## src/rtl/seg_pkg.sv

```systemverilog
// Shared 7-segment constants, decoder state encoding and decode payload.
// Used by both the digit encoder and seg_frame_decoder.
package seg_pkg;

    localparam logic [6:0] SEG_GLYPH_0 = 7'h3F;
    localparam logic [6:0] SEG_GLYPH_1 = 7'h06;
    localparam logic [6:0] SEG_GLYPH_2 = 7'h5B;
    localparam logic [6:0] SEG_GLYPH_3 = 7'h4F;
    localparam logic [6:0] SEG_GLYPH_4 = 7'h66;
    localparam logic [6:0] SEG_GLYPH_5 = 7'h6D;
    localparam logic [6:0] SEG_GLYPH_6 = 7'h7D;
    localparam logic [6:0] SEG_GLYPH_7 = 7'h07;
    localparam logic [6:0] SEG_GLYPH_8 = 7'h7F;
    localparam logic [6:0] SEG_GLYPH_9 = 7'h6F;
    localparam logic [6:0] SEG_GLYPH_A = 7'h77;
    localparam logic [6:0] SEG_GLYPH_B = 7'h7C;
    localparam logic [6:0] SEG_GLYPH_C = 7'h39;
    localparam logic [6:0] SEG_GLYPH_D = 7'h5E;
    localparam logic [6:0] SEG_GLYPH_E = 7'h79;
    localparam logic [6:0] SEG_GLYPH_F = 7'h71;
    localparam logic [6:0] SEG_BLANK   = 7'h00;

    typedef enum logic [1:0] {
        TRACK,
        SETTLED,
        PRESENT
    } seg_state_t;

    typedef struct packed {
        logic       err;
        logic       blank;
        logic [3:0] data;
    } seg_dec_t;

endpackage

```

## src/rtl/seg_glyph_lut.sv

```systemverilog
// Combinational 7-segment glyph decoder: pattern -> {err, blank, data}.
// Sole owner of the glyph decode table.
module seg_glyph_lut
    import seg_pkg::*;
(
    input  logic [6:0] i_pattern,
    output seg_dec_t   o_dec_c
);

    always_comb begin
        o_dec_c = '0;
        case (i_pattern)
            SEG_GLYPH_0: o_dec_c.data = 4'h0;
            SEG_GLYPH_1: o_dec_c.data = 4'h1;
            SEG_GLYPH_2: o_dec_c.data = 4'h2;
            SEG_GLYPH_3: o_dec_c.data = 4'h3;
            SEG_GLYPH_4: o_dec_c.data = 4'h4;
            SEG_GLYPH_5: o_dec_c.data = 4'h5;
            SEG_GLYPH_6: o_dec_c.data = 4'h6;
            SEG_GLYPH_7: o_dec_c.data = 4'h7;
            SEG_GLYPH_8: o_dec_c.data = 4'h8;
            SEG_GLYPH_9: o_dec_c.data = 4'h9;
            SEG_GLYPH_A: o_dec_c.data = 4'hA;
            SEG_GLYPH_B: o_dec_c.data = 4'hB;
            SEG_GLYPH_C: o_dec_c.data = 4'hC;
            SEG_GLYPH_D: o_dec_c.data = 4'hD;
            SEG_GLYPH_E: o_dec_c.data = 4'hE;
            SEG_GLYPH_F: o_dec_c.data = 4'hF;
            SEG_BLANK:   o_dec_c.blank = 1'b1;
            default:     o_dec_c.err = 1'b1;
        endcase
    end

endmodule

```

## src/rtl/seg_frame_decoder.sv

```systemverilog
// Stability-filtered 7-segment decoder with valid/ready frame output.
// Optional SEGDEC_ERRCNT_EN adds a saturating err_count output.
module seg_frame_decoder
    import seg_pkg::*;
#(
    parameter int unsigned STABLE_CYCLES = 4,
    parameter int unsigned CNT_W         = 8
) (
    input  logic       clk,
    input  logic       rst,
    input  logic [6:0] segments,
    input  logic       dig_ready,
    output logic       dig_valid,
    output logic [3:0] dig_data,
    output logic       dig_blank,
    output logic       dig_err,
    output logic       overrun
`ifdef SEGDEC_ERRCNT_EN
    ,
    output logic [7:0] err_count
`endif
);

    localparam logic [CNT_W-1:0] CNT_MAX = CNT_W'(STABLE_CYCLES - 1);

    seg_state_t       r_state;
    seg_state_t       w_state_nxt;
    logic [6:0]       r_sample;
    logic [6:0]       r_last;
    logic [6:0]       w_last_nxt;
    logic [CNT_W-1:0] r_cnt;
    logic             r_done;
    logic             w_same;
    logic             w_settle;
    logic             w_settle_new;
    seg_dec_t         w_dec;
    logic             w_valid_nxt;
    logic [3:0]       w_data_nxt;
    logic             w_blank_nxt;
    logic             w_err_nxt;
    logic             w_ovr_nxt;

    seg_glyph_lut u_lut (
        .i_pattern (r_sample),
        .o_dec_c   (w_dec)
    );

    // A run settles once, when the counter is saturated; r_done blocks re-settling
    assign w_same       = (segments == r_sample);
    assign w_settle     = w_same && (r_cnt == CNT_MAX) && !r_done;
    assign w_settle_new = w_settle && (r_sample != r_last);

    always_ff @(posedge clk) begin
        if (rst) begin
            r_sample <= SEG_BLANK;
            r_cnt    <= '0;
            r_done   <= 1'b0;
        end else begin
            r_sample <= segments;
            if (!w_same) begin
                r_cnt  <= '0;
                r_done <= 1'b0;
            end else begin
                if (r_cnt != CNT_MAX) begin
                    r_cnt <= r_cnt + CNT_W'(1);
                end
                if (w_settle) begin
                    r_done <= 1'b1;
                end
            end
        end
    end

    always_ff @(posedge clk) begin
        if (rst) begin
            r_state <= TRACK;
        end else begin
            r_state <= w_state_nxt;
        end
    end

    always_comb begin
        w_state_nxt = r_state;
        w_valid_nxt = dig_valid;
        w_data_nxt  = dig_data;
        w_blank_nxt = dig_blank;
        w_err_nxt   = dig_err;
        w_ovr_nxt   = overrun;
        w_last_nxt  = r_last;
        case (r_state)
            TRACK: begin
                if (w_settle) begin
                    w_state_nxt = SETTLED;
                end
            end
            SETTLED: begin
                if (r_sample == r_last) begin
                    w_state_nxt = TRACK;
                end else begin
                    w_state_nxt = PRESENT;
                    w_valid_nxt = 1'b1;
                    w_data_nxt  = w_dec.data;
                    w_blank_nxt = w_dec.blank;
                    w_err_nxt   = w_dec.err;
                    w_last_nxt  = r_sample;
                end
            end
            PRESENT: begin
                // Acceptance wins over a same-cycle settle; that frame goes through SETTLED
                if (dig_ready) begin
                    w_valid_nxt = 1'b0;
                    w_state_nxt = w_settle_new ? SETTLED : TRACK;
                end else if (w_settle_new) begin
                    w_ovr_nxt = 1'b1;
                end
            end
            default: begin
                w_state_nxt = TRACK;
            end
        endcase
    end

    always_ff @(posedge clk) begin
        if (rst) begin
            dig_valid <= 1'b0;
            dig_data  <= 4'h0;
            dig_blank <= 1'b0;
            dig_err   <= 1'b0;
            overrun   <= 1'b0;
            r_last    <= SEG_BLANK;
        end else begin
            dig_valid <= w_valid_nxt;
            dig_data  <= w_data_nxt;
            dig_blank <= w_blank_nxt;
            dig_err   <= w_err_nxt;
            overrun   <= w_ovr_nxt;
            r_last    <= w_last_nxt;
        end
    end

`ifdef SEGDEC_ERRCNT_EN
    always_ff @(posedge clk) begin
        if (rst) begin
            err_count <= 8'h00;
        end else if ((r_state == SETTLED) && (w_state_nxt == PRESENT) && w_dec.err
                     && (err_count != 8'hFF)) begin
            err_count <= err_count + 8'd1;
        end
    end
`endif

endmodule

```

## config.mk

```make
export PLATFORM = sky130hd
export DESIGN_NAME = seg_frame_decoder
export DESIGN_NICKNAME = d
export VERILOG_FILES = /design/src/rtl/seg_pkg.sv /design/src/rtl/seg_glyph_lut.sv /design/src/rtl/seg_frame_decoder.sv
export SDC_FILE = /design/constraint.sdc
export NUM_CORES = 1
export LEC_CHECK = 0
export CAP_MARGIN = 15
export CORE_UTILIZATION = 47
export DETAILED_ROUTE_END_ITERATION = 8
export PLACE_DENSITY_LB_ADDON = 0.25
export SETUP_SLACK_MARGIN = 0.05
export SLEW_MARGIN = 10
export SYNTH_ARGS = -nofsm -noshare
export SYNTH_HDL_FRONTEND = slang
export SYNTH_SLANG_ARGS = --single-unit
```

## constraint.sdc

```tcl
create_clock -name clk -period 3.3 [get_ports clk]
set_input_delay 0.825 -clock clk [delete_from_list [all_inputs] [get_ports clk]]
set_output_delay 0.825 -clock clk [all_outputs]
set_load 0.05 [all_outputs]
```

After elaboration in Yosys (flattened, before gate mapping)
Cells that the tools add are included.
{"block": "totals", "n_memories": 0, "romBits": 0, "ff_bits": 33, "elab_cells": 64, "latch_bits": 0, "ram_bits": 0, "input_bits": 10, "out_inout_bits": 8}
{"block": "op_classes", "n_eq_ne": 26, "multipliers": 0, "n_addsub": 1, "shift": 0, "order_cmp": 0, "muxes": 11, "n_reduce_logical": 13, "bitwise": 3, "div": 0}
{"cell": "== test 7 bit (second input constant)", "count": 12}
{"cell": "one-hot mux 4 bit (15 select lines)", "count": 1}
{"cell": "OR reduction 17 bit", "count": 1}
{"cell": "== test 7 x 3 -> 1 bit (second input constant)", "count": 2}
{"cell": "== test 7 x 6 -> 1 bit (second input constant)", "count": 2}
{"cell": "== test 7 bit", "count": 2}
{"cell": "adder 8 x 1 -> 8 bit (second input constant)", "count": 1}
{"cell": "== test 8 x 2 -> 1 bit (second input constant)", "count": 1}
{"cell": "inequality test 8 x 2 -> 1 bit (second input constant)", "count": 1}
{"cell": "logical NOT 7 bit", "count": 1}
{"cell": "inequality test 7 bit", "count": 1}
{"cell": "two-way mux 2 bit", "count": 3}
{"cell": "inequality test 2 bit (second input constant)", "count": 3}
{"cell": "one-hot mux 2 bit (3 select lines)", "count": 1}
{"cell": "AND reduction 3 bit", "count": 2}
{"cell": "two-way mux 1 bit", "count": 5}
{"cell": "AND reduction 2 bit", "count": 2}
{"cell": "logical AND 1 bit", "count": 3}
{"cell": "inverter 1 bit", "count": 3}
{"cell": "== test 2 x 1 -> 1 bit (second input constant)", "count": 1}
{"cell": "== test 2 bit (second input constant)", "count": 1}
{"cell": "logical NOT 2 bit", "count": 1}
{"cell": "one-hot mux 1 bit (2 select lines)", "count": 1}
{"cell": "nonzero test 2 bit", "count": 1}
{"cell": "2 further kinds", "count": 2}

Depth between registers and ports, before layout
{"block": "depth", "word_depth": 7, "ltp_mapped": 8, "depth_no_buf": 6}

Cells and area by module
From an unflattened synthesis, not the netlist that was laid out.
{"block": "hier_totals", "hier_cells": 202, "hier_area_um2": 1863.0}
{"module": "seg_frame_decoder", "instances": 1, "area_per_inst_um2": 1485.2, "cells_per_inst": 147, "seq_area_each_um2": 660.6}
{"module": "seg_glyph_lut", "instances": 1, "area_per_inst_um2": 377.9, "cells_per_inst": 55, "seq_area_each_um2": 0.0}

Worst setup path after synthesis
OpenSTA, ideal clock, no wires.
{"block": "synth_timing", "path_type": "input-to-reg", "start": "input port segments[2]", "end": "register r_state[0]", "arrival_time_ns": 1.712, "required_ns": 3.213, "setup_slack_ns": 1.500, "path_buffers": 0, "setup_time_ns": 0.087, "stages": 4, "path_cell_list": "xor2_1 > nor4_2 > nand3_2 > nor4b_2"}
{"block": "synth_between", "elab_chain_len": 7, "elab_cells_between_ends": 9, "cone_classes": "eq/ne (2); mux (3); reduce/logical (4)"}
{"element": "from (decl)", "line": "seg_frame_decoder.sv:11", "text": "input logic [6:0] segments,"}
{"element": "== test 7 bit *", "line": "seg_frame_decoder.sv:49", "text": "assign w_same = (segments == r_sample);"}
{"element": "logical AND 1 bit * (2 in a row)", "line": "seg_frame_decoder.sv:50", "text": "assign w_settle = w_same && (r_cnt == CNT_MAX) && !r_done;"}
{"element": "logical AND 1 bit", "line": "seg_frame_decoder.sv:51", "text": "assign w_settle_new = w_settle && (r_sample != r_last);"}
{"element": "two-way mux 1 bit", "line": "seg_frame_decoder.sv:112", "text": "w_state_nxt = w_settle_new ? SETTLED : TRACK;"}
{"element": "two-way mux 2 bit", "line": "seg_frame_decoder.sv:110", "text": "if (dig_ready) begin"}
{"element": "one-hot mux 2 bit (3 select lines)", "line": "seg_frame_decoder.sv:90", "text": "case (r_state)"}
{"element": "to (signal assigned)", "line": "seg_frame_decoder.sv:78", "text": "r_state <= w_state_nxt;"}
{"element": "to (decl)", "line": "seg_frame_decoder.sv:26", "text": "seg_state_t r_state;"}
Mark *: on every way between the ends. The rest lies on a longest branch, timed or not. The select of a mux whose other input is x is not followed.
A chain may end at the register's enable or synchronous reset.

Worst setup path in the final report
{"block": "layout_timing", "start": "register dig_blank", "end": "output port dig_blank"}
{"element": "from (decl)", "line": "seg_frame_decoder.sv:15", "text": "output logic dig_blank,"}
{"element": "from (signal assigned)", "line": "seg_frame_decoder.sv:134", "text": "dig_blank <= w_blank_nxt;"}
No word-level cell between the ends.

==> results.txt <==
synth top area cells - dfxtp_1 (37%), xor2_1 (8.9%), mux2i_1 (5.1%), nor2_1 (4.7%), nand3_1 (2.8%)
ANT nets after route - 0
PD cells - 420 nW/µm²
largest net degree at the start of global routing - 19
CTS Hold Buffers Added - 0
Pint - 653 µW
DR vias/cell - 5.50
power share of the clock group - 43.1%
setup bufs post-CTS - 0
commonest cells in the netlist - dfxtp_1 (33), nor2_1 (22), xor2_1 (18)
status - completed
total track usage - 20.7%
crit-path cells - clkdlybuf4s50_1
Min Hold Slack - 0.450 ns
port bufs - 17
share of cells above drive strength 1 - 11.6%
CP max stage delay - 0.83 ns
Slew @ Worst Pin - 0.579 ns
Slowest-stage cell, CP - clkdlybuf4s50_1
antenna violations before repair - 0
maximum clock frequency - 437 MHz
Synth top area share - 37.3%
GRT overflow - 0
CP delay by family, top - buffers and inverters
Final Util - 58.1%
post-CTS resize count - 0
io pins - 18
ant diodes - 0
crit path DAT - 1.46 ns
Hold Fails Final Rpt - 0
VDD IR max - 0.000259 V
Setup-failing EPs final - 0
largest family of logic cells by synthesized area - simple AND/OR/NAND/NOR gates
Post-route DRC - 0
XOR/XNOR Fraction of Synth Area - 11.4%
DP HPWL - 2.56 mm
Synth area leader - dfxtp_1
Synth Flop Type - dfxtp_1
Synth Cell Area - 1770 µm²
most frequent cell after synthesis - dfxtp_1
ys async rst share - 0%
sequential power share - 50.0%
CTS sink cnt - 33
static leakage - 0.000702 µW
Switching Fraction - 22.9%
R2R Path Start - r_sample[6]
worst-skew pair later-pin latency - 0.29 ns
Post-Synth Adder-Cell Area - 0.706%
Crit. End Element - primary output
first-pass GRT wire length - 6.38 mm
Req. time, crit path - 2.47 ns
worst reg2reg path depth - 5
clock skew - 0.00642 ns
wire length per cell - 14.1 µm
Die X - 63.4 µm
fin crit period - 2.29 ns
Distinct cells, synth - 47
Clk Tree Root Cell - clkbuf_8
CTS clock-pin slew for the worst setup and hold paths - 0.07 ns
worst path bufs/invs - 1
Core Rows - 21
starting density of the core - 51.1%
CTS tree - done
die area - 4020 µm²
Clock Tree Buf Depth - 2
Simple-Gate Fraction of Synth Area - 25.8%
Setup Total Neg Slack - 0 ns
RSZ-0062 raised after global routing - no
depth of the CTS H-tree - 2
P_sw - 194 µW
Slew Viols, Final - 0
hold depth - 2
core area - 3470 µm²
post-synthesis sequential area ratio - 37.3%
vias in the first global route - 1419
worst relative slew slack - 61.4%
Post-Synthesis Mean Instance Area - 9.09 µm²
filler cell count in the final layout - 320
CP Launch Type - register
EDFF count, synth - 0
drt total wl - 3.56 mm
Nets - 218
min-delay src - r_done
CTS Buf Count - 5
synthesis warning total - 0
final worst path period share - 69.3%
Comb power frac - 6.8%
via count - 1391
CP Class - reg2out
Crit. path cell count - 1
compound-gate portion of the synthesized area - 12.2%
post-synth net total - 206
DRT Pass-1 Iters - 4
FF+latch count, synth - 33
Mapped Cells - 195
P&R area growth vs syn - 13.8%
CP max FO - 2
Max-Cap Viols - 0
die height - 63.4 µm
drt first-iter violations - 55
min-delay worst type - reg2reg
Worst setup startpoint - dig_blank
mux cell area share after synthesis - 5.08%
Final GP Congestion - 0.865
[registers in the layout, summed over array words and instances (netlist names)]
| name | cells |
|---|---|
| r_sample | 7 |
| overrun | 1 |
| dig_blank | 1 |
| r_done | 1 |
| dig_valid | 1 |
| dig_data | 4 |
| r_state | 2 |
| dig_err | 1 |
| r_last | 7 |
| r_cnt | 8 |
[worst paths after layout]
check                            endpoint  slack [ns]
worst min-delay path               r_done        0.45
worst max-delay path            dig_blank        1.01
worst min register to register     r_done        0.45
worst max register to register    dig_err        1.34
[cell type report]
class / count / area (µm²) / area share, %
inverter: 8 / 30.0 / 1.49
tap: 46 / 57.6 / 2.86
multi-input combinational: 140 / 978 / 48.5
clock inverter: 2 / 35.0 / 1.74
sequential: 33 / 661 / 32.8
clock buffer: 5 / 68.8 / 3.41
timing repair buffer: 19 / 185 / 9.19
[power groups by stage]
stage	clock (µW)	sequential (µW)	combinational (µW)
global route	398	426	64.2
detailed placement	0	433	58.0
finish	365	424	57.9
global placement	0	432	56.5
floorplan	0	416	57.9
CTS	378	424	58.3
[cells in the final DEF, fill, tap and decap left out, types with 2 or more instances in the layout]
cell type	count
nor4_1	2
nand3b_1	3
mux2i_1	9
nor4_2	3
or3_1	5
clkbuf_8	5
buf_4	2
nand2_1	6
a2111oi_2	2
nand2b_1	2
a21oi_1	7
o21ai_0	2
dfxtp_1	33
inv_2	2
clkdlybuf4s50_1	17
nor2b_1	7
nor2_1	22
a211oi_1	4
a211oi_2	2
nand3_1	10
nor3_1	7
o21ai_1	4
xor2_1	18
xnor2_1	5
inv_1	5
[cells by family after synthesis]
group,count (synthesis)
compound gates,29
fa+ha+maj,1
mux,9
simple gates,78
buf+inv,22
flops,33
xor+xnor,23
[metal layers]
metal	vias to the layer above	routed length (µm)	global-route usage [%]
li1	703	-	-
met1	659	1490	22.1
met2	19	1880	36.7
met3	10	103	6.16
met4	0	90	9.66
met5	-	0	0
[metrics by stage]
stage	instance area, µm²	std cells	total power, µW	worst slack [ns]
2_1_floorplan	1770	195	474	1.50
4_1_cts	2020	253	860	0.989
5_1_grt	2020	253	888	0.949
6_report	2020	253	847	1.01
3_3_place_gp	1910	246	489	0.961
3_5_place_dp	1910	246	491	0.856
No activity file was read; power rests on OpenSTA's default activity.
